==> src/rtl/imem_pkg.sv <==
// imem_pkg: shared types and constants for the instruction-memory arbiter.
// Holds the lock-state encoding, the common request view used to route the
// winning requester onto the memory port, and the word-alignment helper.
package imem_pkg;

    // Size of the byte-addressed, big-endian instruction memory
    localparam int IMEM_BYTES = 1024;

    // Width of the loader starvation counter (MAX_WAIT is limited to 1..15)
    localparam int WAIT_CNT_W = 4;

    // Port ownership states
    typedef enum logic [1:0] {
        NORMAL    = 2'd0,
        LOCK_PEND = 2'd1,
        LOCKED    = 2'd2
    } arb_state_t;

    // Requester-neutral view of one word access
    typedef struct packed {
        logic        valid;
        logic        we;
        logic [31:0] addr;
        logic [31:0] wdata;
    } imem_req_t;

    // A word access is misaligned when either of the two byte-offset bits is set
    function automatic logic addr_misaligned(input logic [1:0] lsb);
        addr_misaligned = (lsb != 2'b00);
    endfunction

endpackage

==> src/rtl/imem_starve_cnt.sv <==
// imem_starve_cnt: saturating count of cycles the loader has been kept waiting.
// Clears on any loader grant; at_max tells the arbiter to hand the port to the
// loader regardless of fetch traffic.
module imem_starve_cnt
    import imem_pkg::*;
#(
    parameter int MAX_WAIT = 4
) (
    input  logic clk,
    input  logic rst_n,
    input  logic inc,
    input  logic clr,
    output logic at_max
);

    localparam logic [WAIT_CNT_W-1:0] MAX_C = MAX_WAIT[WAIT_CNT_W-1:0];
    localparam logic [WAIT_CNT_W-1:0] ONE_C = WAIT_CNT_W'(1);

    logic [WAIT_CNT_W-1:0] cnt_r;

    // Count blocked loader cycles, saturating at MAX_WAIT; a grant takes priority
    always_ff @(posedge clk or negedge rst_n) begin
        if (!rst_n) begin
            cnt_r <= '0;
        end else if (clr) begin
            cnt_r <= '0;
        end else if (inc && (cnt_r != MAX_C)) begin
            cnt_r <= cnt_r + ONE_C;
        end else begin
            cnt_r <= cnt_r;
        end
    end

    assign at_max = (cnt_r == MAX_C);

endmodule

==> src/rtl/imem_arbiter.sv <==
// imem_arbiter: shares the single instruction-memory port between the IF-stage
// fetch requester and the program-loader/debug requester, one word per cycle.
// Fetch has priority, bounded by a starvation counter; the loader can take
// exclusive ownership with l_lock (NORMAL -> LOCK_PEND -> LOCKED).
// Optional build macro: IMEM_ARB_ALIGN_CHECK_EN -- when defined, misaligned
// granted accesses are suppressed and answered with err = 1, rdata = 0.
module imem_arbiter
    import imem_pkg::*;
#(
    parameter int ADDR_BITS = 10,
    parameter int MAX_WAIT  = 4
) (
    input  logic                 clk,
    input  logic                 rst_n,
    // fetch requester
    input  logic                 f_valid,
    input  logic [31:0]          f_addr,
    output logic                 f_ready,
    output logic                 f_rvalid,
    output logic [31:0]          f_rdata,
    // loader requester
    input  logic                 l_valid,
    input  logic                 l_we,
    input  logic [31:0]          l_addr,
    input  logic [31:0]          l_wdata,
    input  logic                 l_lock,
    output logic                 l_ready,
    output logic                 l_rvalid,
    output logic [31:0]          l_rdata,
    output logic                 locked,
    // memory port
    output logic [ADDR_BITS-1:0] mem_addr,
    output logic                 mem_we,
    output logic [31:0]          mem_wdata,
    input  logic [31:0]          mem_rdata,
    output logic                 err
);

    arb_state_t  state_r;
    logic        locked_r;

    imem_req_t   f_req_s;
    imem_req_t   l_req_s;
    imem_req_t   gnt_req_s;

    logic        f_gnt_s;
    logic        l_gnt_s;
    logic        at_max_s;
    logic        wait_inc_s;
    logic        bad_align_s;

    logic        f_rvalid_r;
    logic        l_rvalid_r;
    logic        err_r;
    logic [31:0] f_rdata_r;
    logic [31:0] l_rdata_r;

    // Pack each requester's fields into the common request view
    always_comb begin
        f_req_s       = '0;
        f_req_s.valid = f_valid;
        f_req_s.we    = 1'b0;
        f_req_s.addr  = f_addr;
        f_req_s.wdata = 32'h0000_0000;

        l_req_s       = '0;
        l_req_s.valid = l_valid;
        l_req_s.we    = l_we;
        l_req_s.addr  = l_addr;
        l_req_s.wdata = l_wdata;
    end

    // Choose at most one winner per cycle; nothing is granted while in reset
    always_comb begin
        f_gnt_s = 1'b0;
        l_gnt_s = 1'b0;
        if (!rst_n) begin
            f_gnt_s = 1'b0;
            l_gnt_s = 1'b0;
        end else begin
            case (state_r)
                NORMAL: begin
                    // Fetch wins unless the loader has waited long enough
                    if (l_valid && (at_max_s || !f_valid)) begin
                        l_gnt_s = 1'b1;
                    end else if (f_valid) begin
                        f_gnt_s = 1'b1;
                    end else begin
                        f_gnt_s = 1'b0;
                        l_gnt_s = 1'b0;
                    end
                end
                LOCK_PEND, LOCKED: begin
                    // Fetch is shut out; the loader owns the port
                    f_gnt_s = 1'b0;
                    l_gnt_s = l_valid;
                end
                default: begin
                    f_gnt_s = 1'b0;
                    l_gnt_s = 1'b0;
                end
            endcase
        end
    end

    // Route the granted request onto the memory port; idle port reads as zero
    always_comb begin
        gnt_req_s = '0;
        if (l_gnt_s) begin
            gnt_req_s = l_req_s;
        end else if (f_gnt_s) begin
            gnt_req_s = f_req_s;
        end else begin
            gnt_req_s = '0;
        end
    end

`ifdef IMEM_ARB_ALIGN_CHECK_EN
    assign bad_align_s = gnt_req_s.valid && addr_misaligned(gnt_req_s.addr[1:0]);
`else
    assign bad_align_s = 1'b0;
`endif

    assign mem_addr   = gnt_req_s.addr[ADDR_BITS-1:0];
    assign mem_we     = l_gnt_s && gnt_req_s.we && !bad_align_s;
    assign mem_wdata  = gnt_req_s.wdata;

    // The loader is "blocked" whenever it asks and someone else gets the port
    assign wait_inc_s = l_valid && !l_gnt_s;

    imem_starve_cnt #(
        .MAX_WAIT (MAX_WAIT)
    ) u_starve_cnt (
        .clk    (clk),
        .rst_n  (rst_n),
        .inc    (wait_inc_s),
        .clr    (l_gnt_s),
        .at_max (at_max_s)
    );

    // Lock-ownership FSM with a registered locked flag
    always_ff @(posedge clk or negedge rst_n) begin
        if (!rst_n) begin
            state_r  <= NORMAL;
            locked_r <= 1'b0;
        end else begin
            case (state_r)
                NORMAL: begin
                    if (l_lock) begin
                        state_r <= LOCK_PEND;
                    end else begin
                        state_r <= NORMAL;
                    end
                    locked_r <= 1'b0;
                end
                LOCK_PEND: begin
                    // Fetch is already denied here, so the only fetch response
                    // still in flight is the one being returned this cycle.
                    if (l_lock) begin
                        state_r  <= LOCKED;
                        locked_r <= 1'b1;
                    end else begin
                        state_r  <= NORMAL;
                        locked_r <= 1'b0;
                    end
                end
                LOCKED: begin
                    if (l_lock) begin
                        state_r  <= LOCKED;
                        locked_r <= 1'b1;
                    end else begin
                        state_r  <= NORMAL;
                        locked_r <= 1'b0;
                    end
                end
                default: begin
                    state_r  <= NORMAL;
                    locked_r <= 1'b0;
                end
            endcase
        end
    end

    // Capture read data at the grant edge and present the response next cycle
    always_ff @(posedge clk or negedge rst_n) begin
        if (!rst_n) begin
            f_rvalid_r <= 1'b0;
            l_rvalid_r <= 1'b0;
            err_r      <= 1'b0;
            f_rdata_r  <= 32'h0000_0000;
            l_rdata_r  <= 32'h0000_0000;
        end else begin
            f_rvalid_r <= f_gnt_s;
            l_rvalid_r <= l_gnt_s;
            err_r      <= bad_align_s;
            if (f_gnt_s) begin
                f_rdata_r <= bad_align_s ? 32'h0000_0000 : mem_rdata;
            end else begin
                f_rdata_r <= f_rdata_r;
            end
            if (l_gnt_s) begin
                // Writes answer with zero data so the loader sees a clean ack
                l_rdata_r <= (bad_align_s || l_we) ? 32'h0000_0000 : mem_rdata;
            end else begin
                l_rdata_r <= l_rdata_r;
            end
        end
    end

    assign f_ready  = f_gnt_s;
    assign l_ready  = l_gnt_s;
    assign f_rvalid = f_rvalid_r;
    assign f_rdata  = f_rdata_r;
    assign l_rvalid = l_rvalid_r;
    assign l_rdata  = l_rdata_r;
    assign err      = err_r;
    assign locked   = locked_r;

endmodule

==> config.mk <==
export PLATFORM = sky130hd
export DESIGN_NAME = imem_arbiter
export DESIGN_NICKNAME = d
export VERILOG_FILES = /design/src/rtl/imem_pkg.sv /design/src/rtl/imem_starve_cnt.sv /design/src/rtl/imem_arbiter.sv
export SDC_FILE = /design/constraint.sdc
export NUM_CORES = 1
export LEC_CHECK = 0
export CAP_MARGIN = 20
export CORE_MARGIN = 1
export CORE_UTILIZATION = 38
export CTS_CLUSTER_DIAMETER = 200
export DETAILED_ROUTE_END_ITERATION = 6
export HOLD_SLACK_MARGIN = 0.15
export PLACE_DENSITY = 0.93
export SYNTH_ARGS = -nofsm -noshare
export SYNTH_HDL_FRONTEND = slang
export SYNTH_SLANG_ARGS = --single-unit
==> constraint.sdc <==
create_clock -name clk -period 3.58 [get_ports clk]
set_input_delay 0.537 -clock clk [delete_from_list [all_inputs] [get_ports clk]]
set_output_delay 0.537 -clock clk [all_outputs]
set_load 0.005 [all_outputs]
==> results.json <==
{
  "power.total_mw": 4.08,
  "cp_max_fo": 41,
  "cpPeakStageDelay_ns": 0.46,
  "crit_arrival_ns": 2.66,
  "grt_start_max_net_pins": 74,
  "final_cell_mix": "200 x clkdlybuf4s50_1, 73 x dfrtp_1, 72 x mux2_2, 34 x and2_1, 32 x nor2b_1",
  "skew_ns": 0.0189,
  "grt_overflow": 0,
  "vias": 2840,
  "crit_buf_inv": 3,
  "ctsResizeCount": 0,
  "routed_wl_mm": 9.64,
  "drc": 13,
  "start_util": 0.396,
  "status": "complete, but fails checks",
  "grt_pass1_vias": 3069,
  "fin_nets": 616,
  "dieArea_um2": 9620,
  "tightest_slew_ns": 0.936,
  "setup_viol": 0,
  "rr_startpoint": "u_starve_cnt.cnt_r[0]",
  "peakVddDrop_mv": 0.410,
  "worstSetupStartpoint": "u_starve_cnt.cnt_r[0]",
  "violations": "DRC",
  "path_class": "flip-flop to output port",
  "drv_cap": 0,
  "grt_use_total": 0.201,
  "fin_tns_setup_ns": 0,
  "drt_iter0_drc": 86,
  "post-route-util": 0.660,
  "n_antenna_cell": 0,
  "post-route-cell-area_um2": 5840,
  "slew_headroom": 0.376,
  "clk_latency_ns": 0.35,
  "ys_seq_area_frac": 0.521,
  "num_io_pins": 247,
  "powerDensity_nw_per_um2": 700,
  "area_growth_pct": 66.4,
  "ys_ff_latch": 73,
  "cts-root-buf": "clkbuf_8",
  "post_drt_wl_per_cell_um": 16.3,
  "cts_made_buffers": 9,
  "die-height_um": 98.1,
  "multi_input_area_um2": 1540,
  "seq_area_um2": 1830,
  "antenna_found_initial": 0,
  "fill_cells": 667,
  "worstPathCellList": "inv_1, ha_1, nand3b_4, a311oi_4, buf_12, mux2_2, clkdlybuf4s50_1",
  "yosysUniqueCellTypes": 28,
  "start_kind": "flip-flop",
  "maxSlewViolCount": 0,
  "rsz0062_at_grt": "false",
  "drive_gt1_frac": 0.203,
  "final-hold-violation-count": 0,
  "cp.required_ns": 3.04,
  "first_pass_iters": 7,
  "via_per_inst": 4.81,
  "htreeDepth": 3,
  "syn_nets": 415,
  "clk_path_buf_depth": 2,
  "dp_hpwl_mm": 7.13,
  "synth.avg_cell_area_um2": 12.7,
  "ant_nets": 0,
  "postCtsSetupBuffers": 0,
  "cts_tree": "done",
  "grt_pass1_wl_mm": 15.2,
  "rows": 34,
  "synthCells": 277,
  "final_common_cell": "clkdlybuf4s50_1",
  "cts.sinks": 73,
  "die_w_um": 98.1,
  "hold_path_class": "input port to async pin",
  "fin_crit_ns": 3.20,
  "endpoint_kind": "output port",
  "critical-path-top-delay-family": "buffers and inverters",
  "hold_buffers": 0,
  "placed_cell_area_um2": 5600,
  "leakagePower_nw": 2.52,
  "min_period_over_period": 0.893,
  "fmax_ghz": 0.313,
  "ys_warn_count": 0,
  "io_buffer_count": 201,
  "place_congestion": 0.768,
  "syn_area_um2": 3510,
  "core_um2": 8850,
  "path_clk_slew_ns": 0.09,
  "slowest_stage": "clkdlybuf4s50_1"
}
stage by stage:
step / instances / hold slack (ns) / setup slack [ns]
finish: 591 / 0.445 / 0.381
global route: 591 / 0.524 / 0.253
CTS: 591 / 0.466 / 0.341
detailed placement: 575 / 0.484 / 0.464
global placement: 575 / 0.466 / 0.493
floorplan: 277 / 0.241 / 1.21
flip-flops by register name, summed over array words and instances, names as in the netlist:
name and cells:
f_rdata 32, f_rvalid 1, l_rdata 32, l_rvalid 1
locked 1, state_r 2, u_starve_cnt.cnt_r 4
worst register-to-register path, cell delays in order (launching register included):
cell and delay [ns]:
dfrtp_1 0.41, inv_1 0.09, ha_1 0.27, nand3b_4 0.13, a311oi_4 0.37, buf_4 0.27
buf_4 0.37, mux2_2 0.39
synth_stat cells:
| cell | count | area [µm²] |
|---|---|---|
| a21oi_1 | 4 | 20.0 |
| nand4b_1 | 1 | 8.76 |
| nand3_1 | 2 | 10.0 |
| mux2_1 | 2 | 22.5 |
| and3_1 | 11 | 68.8 |
| nand3b_4 | 1 | 20.0 |
| conb_1 | 1 | 3.75 |
| clkbuf_1 | 7 | 26.3 |
| nand4_1 | 1 | 6.26 |
| nand3b_1 | 1 | 7.51 |
| nor2_1 | 1 | 3.75 |
| nor3_1 | 1 | 5.00 |
| inv_1 | 8 | 30.0 |
| and2_1 | 34 | 213 |
| o21ai_0 | 2 | 10.0 |
| or3_1 | 1 | 6.26 |
| ha_1 | 4 | 50.1 |
| buf_6 | 5 | 56.3 |
| dfrtp_1 | 73 | 1830 |
| mux2_2 | 72 | 811 |
| nand2_1 | 2 | 7.51 |
| nor2b_1 | 32 | 200 |
| a311oi_4 | 1 | 26.3 |
| buf_2 | 5 | 25.0 |
| nor3b_1 | 1 | 7.51 |
| o2111a_1 | 1 | 11.3 |
| and3b_1 | 2 | 17.5 |
| buf_4 | 1 | 7.51 |
final cells by class:
type | count | share of cell area
well taps | 108 | 0.0231
inverters | 8 | 0.00514
flip-flops and latches | 73 | 0.313
clock buffers | 10 | 0.0236
clock inverters | 6 | 0.0167
repair buffers | 208 | 0.355
multi-input cells | 178 | 0.263
power breakdown:
group / internal [mW] / total (mW) / switching [mW]
Clock: 0.423 / 0.752 / 0.329
Combinational: 1.28 / 1.90 / 0.613
Sequential: 1.22 / 1.44 / 0.216
Total: 2.93 / 4.08 / 1.16
logic make-up after synthesis:
group	synth area share
flip-flops	0.521
AO/OA/AOI/OAI	0.0193
adder cells (fa/ha/maj)	0.0143
buffers and inverters	0.0414
AND/OR/NAND/NOR	0.166
multiplexers	0.238
other	0.00107
path summary, 6_finish.rpt:
| check | to | slack [ns] | cells past startpoint |
|---|---|---|---|
| min in group clk | l_rdata[5] | 0.50 | 1 |
| setup / recovery | mem_addr[5] | 0.38 | 7 |
| max in group asynchronous | l_rdata[11] | 2.51 | 2 |
| hold reg to reg | l_rdata[5] | 0.50 | 1 |
| setup reg to reg | l_rdata[14] | 1.17 | 7 |
| hold / removal | l_rdata[18] | 0.45 | 2 |
metal layers:
metal	part of all wire	GRT usage
met1	0.40	0.232
met2	0.53	0.365
met3	0.061	0.0472
met4	0.011	0.0653
met5	0	0
Power figures use the tool's default switching activity.
